[src/rtl/counter_pkg.sv]
// Shared definitions for the down counter: run-state encoding, prescaler/debounce widths and defaults,
// and the preset saturation rule.
package counter_pkg;

    localparam int DIV_W = 25;
    localparam int DEB_W = 20;

    localparam logic [DIV_W-1:0] DIV_MAX_DEFAULT    = 25'h1FFFFFF;
    localparam logic [DEB_W-1:0] DEB_CYCLES_DEFAULT = 20'd1000000;

    typedef enum logic {
        STOPPED = 1'b0,
        RUNNING = 1'b1
    } run_state_t;

    // Presets outside the count range clamp to the top of the sequence.
    function automatic logic [2:0] sat_load(input logic [2:0] val, input int mod);
        if (int'(val) >= mod) begin
            return 3'(mod - 1);
        end
        return val;
    endfunction

endpackage

[src/rtl/mod8_down_counter_if.sv]
// Control and status bundle of the down counter: switch/button/preset in, count/borrow/segments out.
interface mod8_down_counter_if;

    logic       en;
    logic       load;
    logic [2:0] load_val;
    logic [2:0] q;
    logic       borrow;
    logic [6:0] display;

    modport master (output en, load, load_val, input q, borrow, display);
    modport slave  (input en, load, load_val, output q, borrow, display);

endinterface

[src/rtl/display7.sv]
// Hex to 7-segment decoder, active-high segments ordered {g,f,e,d,c,b,a}.
module display7 (
    input  logic [3:0] value,
    output logic [6:0] segments
);

    always_comb begin
        segments = 7'h00;
        case (value)
            4'h0: segments = 7'h3F;
            4'h1: segments = 7'h06;
            4'h2: segments = 7'h5B;
            4'h3: segments = 7'h4F;
            4'h4: segments = 7'h66;
            4'h5: segments = 7'h6D;
            4'h6: segments = 7'h7D;
            4'h7: segments = 7'h07;
            4'h8: segments = 7'h7F;
            4'h9: segments = 7'h6F;
            4'hA: segments = 7'h77;
            4'hB: segments = 7'h7C;
            4'hC: segments = 7'h39;
            4'hD: segments = 7'h5E;
            4'hE: segments = 7'h79;
            4'hF: segments = 7'h71;
            default: segments = 7'h00;
        endcase
    end

endmodule

[src/rtl/mod8_down_counter_btn_cond.sv]
// Input conditioning: 2-flop synchroniser, optional debounce (macro DEBOUNCE_EN), rising-edge pulse.
module btn_cond
    import counter_pkg::*;
#(
    parameter logic [DEB_W-1:0] DEB_CYCLES = DEB_CYCLES_DEFAULT
) (
    input  logic clk,
    input  logic rst_n,
    input  logic raw,
    output logic level,
    output logic rise
);

    logic [1:0] sync;
    logic       last;

    always_ff @(posedge clk or negedge rst_n) begin
        if (!rst_n) begin
            sync <= 2'b00;
        end else begin
            sync <= {sync[0], raw};
        end
    end

`ifdef DEBOUNCE_EN
    logic [DEB_W-1:0] stable_cnt;
    logic             accepted;

    // The accepted level only follows the synchronised input after DEB_CYCLES disagreeing samples in a row.
    always_ff @(posedge clk or negedge rst_n) begin
        if (!rst_n) begin
            stable_cnt <= '0;
            accepted   <= 1'b0;
        end else if (sync[1] == accepted) begin
            stable_cnt <= '0;
        end else if (stable_cnt == DEB_CYCLES - 1'b1) begin
            stable_cnt <= '0;
            accepted   <= sync[1];
        end else begin
            stable_cnt <= stable_cnt + 1'b1;
        end
    end

    assign level = accepted;
`else
    assign level = sync[1];
`endif

    // last resets low, so a level already high at reset release still produces one edge.
    always_ff @(posedge clk or negedge rst_n) begin
        if (!rst_n) begin
            last <= 1'b0;
        end else begin
            last <= level;
        end
    end

    assign rise = level & ~last;

endmodule

[src/rtl/mod8_down_counter.sv]
// Loadable modulo-MOD down counter with prescaled tick, borrow flag and 7-segment output.
// Optional macro DEBOUNCE_EN adds debouncing on the enable switch and load button.
module mod8_down_counter
    import counter_pkg::*;
#(
    parameter int               MOD        = 8,
    parameter logic [DIV_W-1:0] DIV_MAX    = DIV_MAX_DEFAULT,
    parameter logic [DEB_W-1:0] DEB_CYCLES = DEB_CYCLES_DEFAULT
) (
    input  logic                clk,
    input  logic                rst_n,
    mod8_down_counter_if.slave  bus
);

    localparam logic [2:0] TOP = 3'(MOD - 1);

    logic             en_level;
    logic             load_p;
    run_state_t       state;
    run_state_t       next_state;
    logic [DIV_W-1:0] prescale;
    logic             tick;
    logic [2:0]       count;
    logic             borrow;

    btn_cond #(.DEB_CYCLES(DEB_CYCLES)) en_cond (
        .clk   (clk),
        .rst_n (rst_n),
        .raw   (bus.en),
        .level (en_level),
        .rise  ()
    );

    btn_cond #(.DEB_CYCLES(DEB_CYCLES)) load_cond (
        .clk   (clk),
        .rst_n (rst_n),
        .raw   (bus.load),
        .level (),
        .rise  (load_p)
    );

    always_ff @(posedge clk or negedge rst_n) begin
        if (!rst_n) begin
            state <= STOPPED;
        end else begin
            state <= next_state;
        end
    end

    always_comb begin
        next_state = state;
        case (state)
            STOPPED: if (en_level)  next_state = RUNNING;
            RUNNING: if (!en_level) next_state = STOPPED;
            default: next_state = STOPPED;
        endcase
    end

    assign tick = (state == RUNNING) && (prescale == DIV_MAX);

    // Counting starts on the cycle the enable is seen, so the first tick lands DIV_MAX+1 edges after it.
    always_ff @(posedge clk or negedge rst_n) begin
        if (!rst_n) begin
            prescale <= '0;
        end else if ((next_state == STOPPED) || load_p || tick) begin
            prescale <= '0;
        end else begin
            prescale <= prescale + 1'b1;
        end
    end

    // A load on a tick cycle swallows the tick, including its borrow.
    always_ff @(posedge clk or negedge rst_n) begin
        if (!rst_n) begin
            count  <= 3'd0;
            borrow <= 1'b0;
        end else if (load_p) begin
            count  <= sat_load(bus.load_val, MOD);
            borrow <= 1'b0;
        end else if (tick) begin
            count  <= (count == 3'd0) ? TOP : count - 1'b1;
            borrow <= (count == 3'd0);
        end else begin
            borrow <= 1'b0;
        end
    end

    assign bus.q      = count;
    assign bus.borrow = borrow;

    display7 seg_dec (
        .value    ({1'b0, count}),
        .segments (bus.display)
    );

endmodule

[src/flat_wrapper.sv]
// flat-port wrapper written by rule: the top's interface ports become plain ports
module mod8_down_counter_flat import counter_pkg::*;
#(
    parameter int               MOD        = 8,
    parameter logic [DIV_W-1:0] DIV_MAX    = DIV_MAX_DEFAULT,
    parameter logic [DEB_W-1:0] DEB_CYCLES = DEB_CYCLES_DEFAULT
)
  (clk, rst_n, bus_en, bus_load, bus_load_val, bus_q, bus_borrow, bus_display);
  mod8_down_counter_if bus_i ();
  input  logic clk;
  input  logic rst_n;
  input wire logic [$bits(bus_i.en)-1:0] bus_en;
  input wire logic [$bits(bus_i.load)-1:0] bus_load;
  input wire logic [$bits(bus_i.load_val)-1:0] bus_load_val;
  output wire logic [$bits(bus_i.q)-1:0] bus_q;
  output wire logic [$bits(bus_i.borrow)-1:0] bus_borrow;
  output wire logic [$bits(bus_i.display)-1:0] bus_display;
  assign bus_i.en = bus_en;
  assign bus_i.load = bus_load;
  assign bus_i.load_val = bus_load_val;
  assign bus_q = bus_i.q;
  assign bus_borrow = bus_i.borrow;
  assign bus_display = bus_i.display;
  mod8_down_counter #(.MOD(MOD), .DIV_MAX(DIV_MAX), .DEB_CYCLES(DEB_CYCLES)) u_core (.clk(clk), .rst_n(rst_n), .bus(bus_i));
endmodule
[config.mk]
export PLATFORM = sky130hd
export DESIGN_NAME = mod8_down_counter_flat
export DESIGN_NICKNAME = d
export VERILOG_FILES = /design/src/rtl/counter_pkg.sv /design/src/rtl/mod8_down_counter_if.sv /design/src/rtl/display7.sv /design/src/rtl/mod8_down_counter_btn_cond.sv /design/src/rtl/mod8_down_counter.sv /design/src/flat_wrapper.sv
export SDC_FILE = /design/constraint.sdc
export NUM_CORES = 1
export LEC_CHECK = 0
export CAP_MARGIN = 20
export CORE_UTILIZATION = 46
export DETAILED_ROUTE_END_ITERATION = 16
export GPL_TIMING_DRIVEN = 0
export HOLD_SLACK_MARGIN = 0.02
export PLACE_DENSITY_LB_ADDON = 0.08
export SLEW_MARGIN = 30
export SYNTH_ARGS = -nofsm -noshare
export SYNTH_HDL_FRONTEND = slang
export SYNTH_SLANG_ARGS = --single-unit
[constraint.sdc]
create_clock -name clk -period 2.19 [get_ports clk]
set_input_delay 0.657 -clock clk [delete_from_list [all_inputs] [get_ports clk]]
set_output_delay 0.657 -clock clk [all_outputs]
set_load 0.005 [all_outputs]
==> results.json <==
{
  "status": "complete, but fails checks",
  "violations": "setup timing",
  "syn_to_final_growth_pct": 24.38,
  "htreeDepth": 2,
  "start_kind": "register",
  "grt_util_all_layers_pct": 21.55,
  "synthAdderAreaFrac_pct": 4.808,
  "rows": 22,
  "place_area_um2": 2067,
  "netlist.area_leader.share_pct": 48.08,
  "relSlewSlack_pct": 68.88,
  "hold_viol_final": 0,
  "cap_violations": 0,
  "clock_skew_ns": 0.006847,
  "drv_slew": 0,
  "first_iter_violations": 120,
  "finalCritPeriodShare_pct": 102.0,
  "yosys.area.top_type": "dfrtp_1",
  "io_pins": 18,
  "place_hpwl_um": 2867,
  "cts_made_buffers": 5,
  "finalCriticalPeriod_ns": 2.234,
  "synth_cells": 189,
  "leakagePower_uw": 0.0009338,
  "core_area_um2": 3716,
  "synth.avg_cell_area_um2": 9.639,
  "whs_ns": 0.2302,
  "vias": 1570,
  "multi_input_area_um2": 934.6,
  "fin_ws_ns": -0.04404,
  "ctsRootBufferMaster": "clkbuf_8",
  "post-route-drc-count": 0,
  "fin_nets": 236,
  "synth_compound_area_share_pct": 9.203,
  "fmax_mhz": 447.6,
  "synth_edf_count": 0,
  "grt_antenna_before_repair": 0,
  "grt_max_degree": 27,
  "crit_chain": "inv_2, buf_4, buf_4, ha_1, nand2b_1, dlygate4sd2_1",
  "tns_ns": -0.04404,
  "fill_cells": 308,
  "seq_area_um2": 877.1,
  "synth_top_family_by_area": "simple AND/OR/NAND/NOR gates",
  "grt_pass1_vias": 1488,
  "synth_area_um2": 1822,
  "clk_pin_slew_worst_paths_ns": 0.07,
  "end_kind": "output pin",
  "synth-simple-area-share_pct": 28.71,
  "slowest_delay_ns": 0.41,
  "holdCritPathClass": "input port to asynchronous set/reset pin",
  "synth-seq-cells": 35,
  "via_per_inst": 5.815,
  "critical_path_required_ns": 1.53,
  "dr.pass1.iters": 4,
  "slowest_stage": "dfrtp_1",
  "postCtsHoldBufs": 0,
  "worstMarginPinSlew_ns": 0.4668,
  "critPathLaunch": "u_core.bus.q[0]$_DFFE_PN0P_",
  "final_cell_area_um2": 2266,
  "synth_fp_nets": 203,
  "yosysMostFrequentCell": "dfrtp_1",
  "ir_worst_vdd_v": 0.0004446,
  "synth_ff_type": "dfrtp_1",
  "die_x_um": 64.93,
  "reg2reg_from": "u_core.prescale[0]$_DFF_PN0_",
  "ys_warn_count": 0,
  "path_class": "register to output pin",
  "setup_viol": 1,
  "globalplace.congestion": 0.8180,
  "ys_top_cells_by_count": "35 x dfrtp_1, 21 x nor2_1, 16 x nand3_1",
  "start_util_pct": 49.02,
  "worst_ep_arrival_time_ns": 1.58,
  "pwr_density_cell_nw_per_um2": 645.5,
  "drt-total-wl_um": 4194,
  "insertion_delay_ns": 0.29,
  "ys_types": 30,
  "diodes": 0,
  "muxShareOfSynthArea_pct": 0.5495,
  "die_area_um2": 4216,
  "wl_per_cell_um": 15.53,
  "cts_tree": "done",
  "synth_area_leaders": "dfrtp_1 48%, ha_1 4.8%, nand3_1 4.4%",
  "ant_nets": 0,
  "async_flop_share_pct": 100.0,
  "drive_gt1_share_pct": 14.41,
  "grt_pass1_wl_um": 6775,
  "cp_common_cell": "buf_4",
  "crit_fanout": 4,
  "die_h_um": 64.93,
  "port_buffers": 17,
  "clock-sinks": 35,
  "ys_seq_area_share_pct": 48.08,
  "ctsLongestPathBuffers": 2,
  "overflow": 0,
  "yosys.area_share.xor_xnor_pct": 6.250
}
## flip-flops by register name, indices dropped and copies added, names as in the netlist
register / flops
u_core.prescale: 25
u_core.load_cond.sync: 2
u_core.bus.borrow: 1
u_core.bus.q: 3
u_core.en_cond.sync: 2
u_core.state: 1
u_core.load_cond.last: 1
## final cells by class
| class | instances | share of cell area [%] |
|---|---|---|
| buffer | 5 | 1.049 |
| clock buffer | 5 | 3.037 |
| clock inverter | 2 | 1.657 |
| tap | 48 | 2.650 |
| timing repair buffer | 27 | 10.82 |
| multi-input combinational | 143 | 41.25 |
| inverter | 5 | 0.8283 |
| sequential | 35 | 38.71 |
## power by group
part	switching [µW]	total (µW)	internal (µW)
Clock	233	565	332
Sequential	20.6	684	663
Combinational	96.5	214	117
Total	350	1460	1110
## worst paths after layout
kind / to / slack (ns) / cells after the start
max in group asynchronous: u_core.bus.q[1]$_DFFE_PN0P_ / 1.54 / 2
worst max-delay path: bus_display[2] / -0.04 / 6
worst min-delay path: u_core.bus.q[0]$_DFFE_PN0P_ / 0.23 / 1
worst min register to register: u_core.en_cond.sync[1]$_DFF_PN0_ / 0.35 / 0
min in group clk: u_core.en_cond.sync[1]$_DFF_PN0_ / 0.35 / 0
worst max register to register: u_core.bus.q[2]$_DFFE_PN0P_ / 0.13 / 5
## per-stage QoR
stage,power (µW),setup slack [ns],util [%],instances
floorplan,765.0,0.3254,-,189
global placement,867.5,-0.3111,55.22,254
detailed placement,879.8,-0.02485,55.62,255
CTS,1452,-0.1408,59.80,267
global route,1516,-0.1012,60.98,270
finish,1463,-0.04404,60.98,270
## routing by layer
metal	wire length, µm	vias up	GRT usage, %
met4	46	0	7.500
met3	134	7	4.401
met1	1749	782	24.26
met5	0	-	0
li1	-	757	-
met2	2263	24	39.71
## critical path: cells and delay by family, from the launching register on
family,cells,cell delay (ns)
buffers and inverters,4,0.57
DFF,1,0.41
adders and majority gates,1,0.20
and+or+nand+nor,1,0.11
## timing repair
action,4_1_cts,5_1_grt
buffers inserted,6,3
pin swaps,0,0
endpoints found under the setup margin,17,16
resized for setup,12,12
hold endpoints to repair,0,0
## cells in the final DEF (no fill, tap or decap), drive strengths merged, types with 2 or more instances in the layout
cell	count
a21oi	9
a311oi	2
and3	5
and4	4
buf	14
clkbuf	9
clkdlybuf4s50	9
dfrtp	35
dlygate4sd2	2
dlymetal6s2s	2
ha	7
inv	5
nand2	15
nand2b	5
nand3	16
nand4	6
nor2	21
nor3	7
nor4	3
o21ai	4
o31ai	8
or3	2
or4	10
xnor2	8
xor2	5
## cells by family (layout without fill, tap and decap cells)
kind of cell,after synthesis,count (layout)
compound gates,26,26
xor+xnor,13,13
fa+ha+maj,7,7
buf+inv,11,44
flops,35,35
mux,1,1
simple gates,96,96
Power figures use the tool's default switching activity.
